--- config.mk ---
export PLATFORM = sky130hd
export DESIGN_NAME = dmem_arbiter
export DESIGN_NICKNAME = d
export VERILOG_FILES = /design/src/rtl/dmem_arbiter.sv
export SDC_FILE = /design/constraint.sdc
export NUM_CORES = 1
export LEC_CHECK = 0
export CAP_MARGIN = 15
export CORE_AREA = 2 2 112 114
export DETAILED_ROUTE_END_ITERATION = 12
export DIE_AREA = 0 0 114 116
export PLACE_DENSITY = 0.7
export SLEW_MARGIN = 20
export SYNTH_ARGS = -nofsm -noshare
export SYNTH_HDL_FRONTEND = slang
export SYNTH_SLANG_ARGS = --single-unit
--- constraint.sdc ---
create_clock -name clk -period 3.2 [get_ports clk]
set_input_delay 0.64 -clock clk [delete_from_list [all_inputs] [get_ports clk]]
set_output_delay 0.64 -clock clk [all_outputs]
set_load 0.01 [all_outputs]
--- src/rtl/dmem_arbiter.sv ---
// ============================================================================
// Module   : dmem_arbiter
// Purpose  : Two-port arbiter for single-port sync-read data memory; builds
//            byte-write masks and returns tagged read data one cycle later.
//            Define DMEM_ARB_RR_EN for round-robin instead of fixed priority.
// Revision : 1.0
// ============================================================================
`default_nettype none

module dmem_arbiter #(
    parameter int ADDR_W   = 14,
    parameter int MAX_WAIT = 8
) (
    input  logic              clk,
    input  logic              rst_n,
    input  logic              req0,
    input  logic              we0,
    input  logic [31:0]       addr0,
    input  logic [1:0]        size0,
    input  logic [31:0]       wdata0,
    output logic              gnt0,
    output logic              rvalid0,
    output logic [31:0]       rdata0,
    input  logic              req1,
    input  logic              we1,
    input  logic [31:0]       addr1,
    input  logic [1:0]        size1,
    input  logic [31:0]       wdata1,
    output logic              gnt1,
    output logic              rvalid1,
    output logic [31:0]       rdata1,
    output logic              mem_en,
    output logic [3:0]        mem_we,
    output logic [ADDR_W-1:0] mem_addr,
    output logic [31:0]       mem_din,
    input  logic [31:0]       mem_dout,
    output logic              misalign_err
);

    localparam logic [7:0] C_MAX_WAIT = 8'(MAX_WAIT);

    logic [7:0]  r_wait_cnt;
    logic        r_rvalid;
    logic        r_tag;
    logic        r_mis;

    logic        w_pref1;
    logic        w_en;
    logic        w_we;
    logic [31:0] w_addr;
    logic [1:0]  w_size;
    logic [31:0] w_wdata;
    logic [1:0]  w_off;
    logic [3:0]  w_mask;
    logic [31:0] w_din;
    logic        w_mis;
    logic        w_unused_addr;

`ifdef DMEM_ARB_RR_EN
    logic r_last;   // last port granted; reset to 1 so port 0 wins first contention

    always_ff @(posedge clk or negedge rst_n) begin
        if (!rst_n) begin
            r_last <= 1'b1;
        end else if (w_en) begin
            r_last <= gnt1;
        end
    end

    assign w_pref1 = ~r_last | (r_wait_cnt == C_MAX_WAIT);
`else
    assign w_pref1 = (r_wait_cnt == C_MAX_WAIT);
`endif

    assign gnt0 = rst_n & req0 & ~(req1 & w_pref1);
    assign gnt1 = rst_n & req1 & ~(req0 & ~w_pref1);
    assign w_en = gnt0 | gnt1;

    assign w_we    = gnt1 ? we1    : we0;
    assign w_addr  = gnt1 ? addr1  : addr0;
    assign w_size  = gnt1 ? size1  : size0;
    assign w_wdata = gnt1 ? wdata1 : wdata0;
    assign w_off   = w_addr[1:0];
    assign w_unused_addr = ^w_addr[31:ADDR_W+2];

    always_comb begin
        w_mask = 4'b1111;
        w_din  = w_wdata;
        w_mis  = 1'b0;
        case (w_size)
            2'b00: begin
                w_mask = 4'b0001 << w_off;
                w_din  = {4{w_wdata[7:0]}};
            end
            2'b01: begin
                w_mask = 4'b0011 << {w_off[1], 1'b0};
                w_din  = {2{w_wdata[15:0]}};
                w_mis  = w_off[0];
            end
            default: begin
                w_mis  = (w_off != 2'b00);
            end
        endcase
    end

    // Misaligned writes still consume the grant but touch no bytes
    assign mem_en   = w_en;
    assign mem_we   = (w_en && w_we && !w_mis) ? w_mask : 4'b0000;
    assign mem_addr = w_addr[ADDR_W+1:2];
    assign mem_din  = w_din;

    always_ff @(posedge clk or negedge rst_n) begin
        if (!rst_n) begin
            r_wait_cnt <= 8'd0;
            r_rvalid   <= 1'b0;
            r_tag      <= 1'b0;
            r_mis      <= 1'b0;
        end else begin
            r_wait_cnt <= (req1 && !gnt1) ? r_wait_cnt + 8'd1 : 8'd0;
            r_rvalid   <= w_en & ~w_we;
            r_tag      <= gnt1;
            r_mis      <= w_en & w_we & w_mis;
        end
    end

    assign rvalid0      = r_rvalid & ~r_tag;
    assign rvalid1      = r_rvalid & r_tag;
    assign rdata0       = mem_dout;
    assign rdata1       = mem_dout;
    assign misalign_err = r_mis;

endmodule

`default_nettype wire

# After elaboration in Yosys (flattened, before gate mapping)
# Cells that the tools add are included.
# word_totals
register_bits	11
inputBits	170
wordCells	42
# op_classes
n_reduce_logical	7
addsub	1
shift	2
n_mux	9
n_eq_ne	2
bitwise	17
# ops
cell	n
one-hot mux 32 bit (2 select lines)	1
2-to-1 mux 32 bit	1
2-to-1 mux 16 bit	1
AND 1 bit	11
adder 8 x 1 -> 8 bit, second input constant	1
equality test 8 x 4 -> 1 bit, second input constant	1
2-to-1 mux 8 bit	1
one-hot mux 4 bit (2 select lines)	1
NOT 1 bit	5
2-to-1 mux 4 bit	1
<< shifter 1 x 2 -> 4 bit, first input constant	1
<< shifter 2 x 2 -> 4 bit, first input constant	1
logical AND 1 bit	3
equality test 2 x 1 -> 1 bit, second input constant	1
logical NOT 1 bit	2
logical NOT 2 bit	1
2-to-1 mux 2 bit	1
one-hot mux 1 bit (2 select lines)	1
nonzero test 2 bit	1
2-to-1 mux 1 bit	1
OR 1 bit	1

# Logic depth before layout (Yosys ltp)
# Gate-level depths: netlist (run 1).
# depth
depth_word	11
mapped_depth	10

# Worst setup path after synthesis (run 1)
# OpenSTA, ideal clock, no wires.
# synth_path
path_type	input -> output
from	in req1
to	out mem_we[3]
setup_slack_ps	466
n_path_buf	1
path_stages	6
t_arrival_ps	2094
path_cell_list	and4bb_1 > a21o_1 > nand2_2 > buf_4 > a211oi_1 > a2111oi_0
# synth_via
elab_chain_len	8
word_cells_on_any_way	20
cone_classes	eq/ne: 1; shift: 2; mux: 6; bitwise: 6; reduce/logical: 5
# synth_rtl
element	line	text
start, declared	24	input logic req1,
AND 1 bit (2 in a row)	76	assign gnt1 = rst_n & req1 & ~(req0 & ~w_pref1);
2-to-1 mux 2 bit or 2-to-1 mux 16 bit (tied branches)	81, 80	
equality test 2 x 1 -> 1 bit, or another cell as far along	90	case (w_size)
one-hot mux 1 bit (2 select lines)	90	
logical NOT 1 bit	108	assign mem_we = (w_en && w_we && !w_mis) ? w_mask : 4'b0000;
logical AND 1 bit	108	
2-to-1 mux 4 bit *	108	
end, declared	33	output logic [3:0] mem_we,
# Every way passes the cells marked *; elsewhere a longest branch is shown, timed or not.

# Worst setup path in the final report (run 1)
# layout_path
from	in req1
to	out mem_din[2]
# layout_via
elab_chain_len	4
# layout_rtl
element	line	text
AND 1 bit (2 in a row)	76	
2-to-1 mux 32 bit	82	assign w_wdata = gnt1 ? wdata1 : wdata0;
one-hot mux 32 bit (2 select lines)	90	
end, declared	35	output logic [31:0] mem_din,
# Every way passes these cells.

==> reports/summary.log, run 1 <==
qor: setup_path.worstSetupEndpointType output pin
qor: floorplanning.ioPinCount 290
qor: timing.achievable-frequency 0.323 GHz
qor: timing.finalClockSkew 0.000981 ns
qor: detailed_routing.route.final.wire_length 9060 um
qor: place.dpl-instance-area 0.00395 mm^2
qor: synthesis.synth_nets 505
qor: setup_path.r2r_end misalign_err
qor: timing.setup_total_negative_slack 0 ns
qor: synthesis.yosys.area_share.adder 1.03%
qor: synthesis.yosys.area_share.simple 21.0%
qor: floorplanning.row_count 40
qor: place.buffer_ports.inserted 161
qor: synthesis.synth_top_cell_by_area buf_4
qor: cells_and_area.finalInstanceArea 0.00412 mm^2
qor: clock_network.cts_root_buffer clkbuf_16
qor: cells_and_area.area_growth 69.2%
qor: hold_path.hp-class input pin to async pin
qor: synthesis.multiplexer_fraction_of_the_synthesized_cell_area 23.2%
qor: cells_and_area.layout.cells.most_common_list clkdlybuf4s50_1 (132), nand2_1 (60), buf_4 (38), mux2i_1 (25), o21ai_1 (17)
qor: global_route.grt.overflow.total 0
qor: clock_network.cts-hold-fix-buffers 0
qor: setup_path.worstReg2RegStart r_wait_cnt[0]
qor: clock_network.htree_num_levels 1
qor: outcome.run_status finished clean
qor: detailed_routing.routed-via-count 2,716
qor: cells_and_area.fin_util 34.6%
qor: floorplanning.initial_core_utilization 20.4%
qor: power_and_ir_drop.power-per-cell-area 219 mW/mm^2
qor: setup_path.setup.worst_path.class input pin to output pin
qor: setup_path.path_max_fanout 6
qor: floorplanning.die_height 116 um
qor: power_and_ir_drop.power_leakage 0.00189 uW
qor: setup_path.critPathArrivalTime 2.46 ns
qor: floorplanning.fp.coreArea 0.0119 mm^2
qor: clock_network.clock_tree.buffer_depth 2
qor: timing.rsz0062_at_grt no
qor: synthesis.ys_top_cells_by_area buf_4 (20%), dfrtp_1 (11%), mux2i_1 (10%)
qor: place.finalWeightedCongestion 0.791
qor: setup_path.cp-start-kind input pin
qor: detailed_routing.firstDrtPassIters 4
qor: cells_and_area.n_antenna_cell 0
qor: setup_path.worst-r2r-setup-slack 1.08 ns
qor: job.max_cap_viol_count 0
qor: global_route.largest_net_degree_at_the_start_of_global_routing 33
qor: global_route.grt_antenna_before_repair 0
qor: timing.setup_violations 0
qor: place.dp_hpwl 7280 um
qor: detailed_routing.post_drt_wl_per_cell 14.9 um
qor: cells_and_area.final_net_count 632
qor: timing.max_slew_headroom 75.7%
qor: synthesis.synth_cells 333
qor: cells_and_area.drive_gt1_share 19.8%
qor: clock_network.worst_setup_hold_path_clk_slew 0.04 ns
qor: clock_network.numClockSinks 11
qor: detailed_routing.dr.first_iter.drc_count 137
qor: global_route.grt_pass1_wl 13,300 um
qor: timing.min_period_over_period 96.9%
qor: cells_and_area.final_common_cell clkdlybuf4s50_1
qor: synthesis.dominantRegCellSynth dfrtp_1
qor: timing.max_slew.worst_pin.slew 0.365 ns
qor: floorplanning.die_w 114 um
qor: power_and_ir_drop.vdd_drop_max 0.000129 V
qor: synthesis.yosysUniqueCellTypes 40
qor: synthesis.number_of_flops_mapped_to_enable_cells_by_yosys 0
qor: global_route.grtUsageTotal 12.6%
qor: synthesis.synth-seq-cells 11
qor: setup_path.r2r_cells 9
qor: synthesis.postSynth.asyncResetShare 100%
qor: synthesis.synthesis.area 0.00243 mm^2
qor: clock_network.tritoncts built
qor: synthesis.seq_area_frac_synth 11.3%
qor: clock_network.cts-buffers-inserted 3
qor: clock_network.insertion_delay 0.24 ns
qor: synthesis.compound_cell_area_share_of_the_yosys_netlist 14.9%
qor: detailed_routing.post_drt_via_cell_ratio 4.48
qor: setup_path.crit_required 2.56 ns
qor: detailed_routing.ant_nets 0
qor: synthesis.avgSynthCellArea 7.31 um^2
qor: synthesis.post_synth_xor_area_fraction 3.60%
qor: floorplanning.fp.dieArea 0.0132 mm^2
qor: global_route.first_global_vias 2,692
qor: detailed_routing.route.detailed.drc 0
qor: timing.fin_crit 3.10 ns
qor: timing.finalHoldViolations 0
qor: timing.maxSlewViolCount 0
qor: synthesis.post-synth-top-area-fraction 20.1%
qor: synthesis.dominant_combinational_cell_family_by_area_after_synthesis buffers and inverters
qor: synthesis.yosys_warnings 0
critical path: stages:
cell             delay, ns
clkdlybuf4s15_1       0.20
and4bb_1              0.24
a21o_1                0.21
nand2_4               0.11
inv_4                 0.09
buf_12                0.12
buf_4                 0.11
mux2_2                0.33
buf_4                 0.13
dlygate4sd2_1         0.28
final cells by class:
class / count / area [um^2]
fill: 1245 / 7790
multi-input combinational: 231 / 1570
tap: 147 / 184
inverter: 7 / 28.8
sequential: 11 / 275
clock buffer: 4 / 78.8
timing repair buffer: 206 / 1980
report_power, final:
part           switching (uW)  internal [uW]  total [uW]
logic                     205            317         523
clock network            63.2            167         231
registers                3.35            145         148
through the flow:
step	power, uW	hold slack [ns]	std cells	worst slack, ns
after detailed placement	679	0.553	590	-0.577
after global placement	672	0.539	590	-0.562
final	901	0.504	606	0.100
after floorplan	434	0.344	333	0.466
after CTS	911	0.522	603	0.000404
after global routing	951	0.539	606	0.0262
worst max-delay path by stage:
stage                     start           to  slack, ns
after floorplan            req1    mem_we[3]       0.47
after global placement     req1    mem_we[3]      -0.56
after detailed placement   req1    mem_we[3]      -0.58
after CTS                  req1  mem_din[22]     0.0004
after global routing       req1    mem_we[2]       0.03
final                      req1   mem_din[2]       0.10
what timing repair did:
action | CTS | global route
pin swaps | 4 | 2
endpoints found under the hold margin | 0 | 0
resized for setup | 54 | 17
buffers inserted | 9 | 3
setup endpoints to repair | 50 | 14
per-layer routing:
layer	vias to the layer above	track usage, %	routed length (um)
met3	27	2.09	571
met4	0	4.80	234
met5	-	0	0
li1	1321	-	-
met2	118	22.5	4540
met1	1250	15.1	3710
state kept, by name, indices dropped and copies added, names as in the netlist:
name / flops
r_wait_cnt: 8
misalign_err: 1
r_tag: 1
r_rvalid: 1
cells in the mapped netlist (9+ instances only):
library cell / n
a21oi_1: 13
buf_4: 65
clkbuf_1: 12
dfrtp_1: 11
mux2_2: 12
mux2_4: 12
mux2i_1: 25
nand2_1: 60
nor2_1: 16
o211ai_1: 9
o21ai_0: 14
o21ai_1: 17
cell families (layout without fill, tap and decap cells):
logic type | Yosys count | in the layout
adder cells (fa/ha/maj) | 2 | 2
XOR/XNOR | 10 | 10
flip-flops | 11 | 11
AND/OR/NAND/NOR | 108 | 108
AO/OA/AOI/OAI | 62 | 62
multiplexers | 49 | 49
buffers and inverters | 91 | 217
No activity file was read; power rests on OpenSTA's default activity.
==> run 2, diff against run 1 <==
--- a/config.mk
+++ b/config.mk
@@ -10,6 +10,8 @@
 export DETAILED_ROUTE_END_ITERATION = 12
 export DIE_AREA = 0 0 114 116
 export PLACE_DENSITY = 0.7
+export RECOVER_POWER = 50
+export SETUP_SLACK_MARGIN = 0.2
 export SLEW_MARGIN = 20
 export SYNTH_ARGS = -nofsm -noshare
 export SYNTH_HDL_FRONTEND = slang
==> run 2 against run 1 <==
Maximum frequency grew 0.94%. Combinational power increased by 5.0%. Worst setup slack better by 0.029 ns. Critical path depth increased by 1. Final cell count rose by 1.2%. Sequential share of layout area fell by 0.35 points. Global-route usage did not move. First-iteration DRC count decreased by 3.6%. Sequential cell count unchanged. Routed wire length is 5.5% higher. Largest power group unchanged. Highest routed layer unchanged.
==> reports/summary.log, run 2 (synthesis results as in run 1) <==
qor: setup_path.cpPeakStageDelay 0.37 ns [was 0.33 ns]
qor: timing.setup_violations 0 [unchanged]
qor: place.placed_cells 590 [unchanged]
qor: cells_and_area.finalInstanceArea 0.00436 mm^2 [was 0.00412 mm^2]
qor: timing.fin_crit 3.07 ns [was 3.10 ns]
qor: place.dp_hpwl 7280 um [unchanged]
qor: global_route.grt_pass1_wl 13,400 um [was 13,300 um]
qor: setup_path.cp-start-kind flop [was input pin]
qor: global_route.largest_net_degree_at_the_start_of_global_routing 33 [unchanged]
qor: place.buffer_ports.inserted 161 [unchanged]
qor: floorplanning.die_w 114 um [unchanged]
qor: hold_path.hp-class input pin to async pin [unchanged]
qor: setup_path.crit_required 2.56 ns [about the same]
qor: cells_and_area.fin_cells 613 [was 606]
qor: power_and_ir_drop.power-per-cell-area 213 mW/mm^2 [was 219 mW/mm^2]
qor: floorplanning.row_count 40 [unchanged]
qor: detailed_routing.post_drt_via_cell_ratio 4.51 [was 4.48]
qor: timing.achievable-frequency 0.326 GHz [was 0.323 GHz]
qor: setup_path.worstPathCellList inv_1, ha_1, and4bb_1, a21o_1, nand2_4, inv_8, buf_12, buf_12, mux2_4, mux2_4, buf_6 [was clkdlybuf4s15_1, and4bb_1, a21o_1, nand2_4, inv_4, buf_12, buf_4, mux2_2, buf_4, dlygate4sd2_1]
qor: detailed_routing.route.detailed.drc 0 [unchanged]
qor: timing.maxSlewViolCount 0 [unchanged]
qor: setup_path.path_max_fanout 8 [was 6]
qor: job.max_cap_viol_count 0 [unchanged]
qor: detailed_routing.post_drt_wl_per_cell 15.6 um [was 14.9 um]
qor: timing.min_period_over_period 96.0% [was 96.9%]
qor: timing.max_slew.worst_pin.slew 0.398 ns [was 0.365 ns]
qor: floorplanning.fp.dieArea 0.0132 mm^2 [unchanged]
qor: clock_network.htree_num_levels 1 [unchanged]
qor: setup_path.setup.worst_path.class flop to output pin [was input pin to output pin]
qor: timing.hold-worst-slack 0.538 ns [was 0.504 ns]
qor: detailed_routing.route.final.wire_length 9550 um [was 9060 um]
qor: setup_path.worstReg2RegStart r_wait_cnt[0] [unchanged]
qor: clock_network.clock_tree.buffer_depth 2 [unchanged]
qor: floorplanning.initial_core_utilization 20.4% [unchanged]
qor: setup_path.worstSetupEndpointType output pin [unchanged]
qor: setup_path.worst-r2r-setup-slack 1.14 ns [was 1.08 ns]
qor: detailed_routing.firstDrtPassIters 4 [unchanged]
qor: detailed_routing.ant_nets 0 [unchanged]
qor: cells_and_area.largest_register r_wait_cnt [unchanged]
qor: setup_path.critPathTopFamily multiplexers [was buffers and inverters]
qor: clock_network.cts_root_buffer clkbuf_16 [unchanged]
qor: timing.setup_total_negative_slack 0 ns [unchanged]
qor: cells_and_area.fillCellCount 1,228 [was 1,245]
qor: clock_network.insertion_delay 0.24 ns [about the same]
qor: clock_network.numClockSinks 11 [unchanged]
qor: cells_and_area.n_antenna_cell 0 [unchanged]
qor: setup_path.critPathArrivalTime 2.43 ns [was 2.46 ns]
qor: power_and_ir_drop.vdd_drop_max 0.000125 V [was 0.000129 V]
qor: global_route.first_global_vias 2,657 [was 2,692]
qor: cells_and_area.largest_reg_flops 8 [unchanged]
qor: clock_network.worst_setup_hold_path_clk_slew 0.04 ns [about the same]
qor: outcome.run_status finished clean [unchanged]
qor: detailed_routing.dr.first_iter.drc_count 132 [was 137]
qor: cells_and_area.drive_gt1_share 22.3% [was 19.8%]
qor: timing.finalHoldViolations 0 [unchanged]
qor: floorplanning.fp.coreArea 0.0119 mm^2 [unchanged]
qor: setup_path.r2r_end misalign_err [unchanged]
qor: floorplanning.ioPinCount 290 [unchanged]
qor: cells_and_area.area_growth 79.2% [was 69.2%]
qor: place.dpl-instance-area 0.00395 mm^2 [unchanged]
qor: setup_path.r2r_cells 9 [unchanged]
qor: global_route.grt_antenna_before_repair 0 [unchanged]
qor: timing.max_slew_headroom 73.5% [was 75.7%]
qor: cells_and_area.layout.cells.most_common_list clkdlybuf4s50_1 (106), nand2_1 (60), buf_4 (36), mux2i_1 (25), dlymetal6s2s_1 (24) [was clkdlybuf4s50_1 (132), nand2_1 (60), buf_4 (38), mux2i_1 (25), o21ai_1 (17)]
qor: cells_and_area.final_net_count 639 [was 632]
qor: global_route.grtUsageTotal 12.6% [unchanged]
qor: place.finalWeightedCongestion 0.791 [unchanged]
qor: global_route.grt.overflow.total 0 [unchanged]
qor: detailed_routing.routed-via-count 2,764 [was 2,716]
qor: setup_path.cp_slowest_cell dfrtp_1 [was mux2_2]
qor: timing.rsz0062_at_grt yes [was no]
qor: clock_network.cts-buffers-inserted 3 [unchanged]
qor: cells_and_area.final_common_cell clkdlybuf4s50_1 [unchanged]
qor: power_and_ir_drop.power_leakage 0.00217 uW [was 0.00189 uW]
qor: clock_network.tritoncts built [unchanged]
qor: timing.finalClockSkew 0.00233 ns [was 0.000981 ns]
qor: floorplanning.die_height 116 um [unchanged]
qor: setup_path.critical_path.n_buffers_inverters 5 [was 6]
[run 2: metrics by stage]
stage | util (%) | setup WS [ns] | total power (uW)
final | 36.6 | 0.129 | 928
after global routing | 36.6 | 0.00444 | 977
after CTS | 35.0 | 0.0797 | 925
after detailed placement | 33.1 | -0.577 | 679
after global placement | 33.1 | -0.562 | 672
after floorplan | - | 0.466 | 434
[run 2: metal layers]
| metal | part of all wire (%) | global-route usage [%] |
|---|---|---|
| met4 | 2.2 | 4.07 |
| met3 | 5.7 | 2.09 |
| met2 | 51 | 22.5 |
| met5 | 0 | 0 |
| met1 | 41 | 15.4 |
[run 2: timing repair]
item | in CTS | in global routing
endpoints found under the setup margin | 51 | 42
pin swaps | 7 | 3
hold buffers | 0 | 0
buffers inserted | 11 | 6
gates resized for setup | 96 | 45
cloned | 0 | 2
[run 2: worst max-delay path by stage]
| stage | start | endpoint | slack, ns | cells after the start |
|---|---|---|---|---|
| 3_5_place_dp | req1 | mem_we[3] | -0.58 | 9 |
| 4_1_cts | r_wait_cnt[0] | mem_din[22] | 0.08 | 10 |
| 2_1_floorplan | req1 | mem_we[3] | 0.47 | 6 |
| 5_1_grt | r_wait_cnt[1] | mem_we[3] | 0.004 | 10 |
| 6_report | r_wait_cnt[0] | mem_din[15] | 0.13 | 11 |
| 3_3_place_gp | req1 | mem_we[3] | -0.56 | 9 |
[run 2: report_power, final]
group	internal (uW)	total, uW	switching (uW)
Sequential	145	148	3.19
Combinational	333	549	215
Clock	167	231	64.0
Total	645	928	282
[run 2: area by class of cell]
class	instances	area, um^2	area share [%]
timing repair buffer	213	2180	50.0
multi-input combinational	231	1610	36.9
sequential	11	277	6.34
tap	147	184	4.22
clock buffer	4	78.8	1.81
inverter	7	33.8	0.775
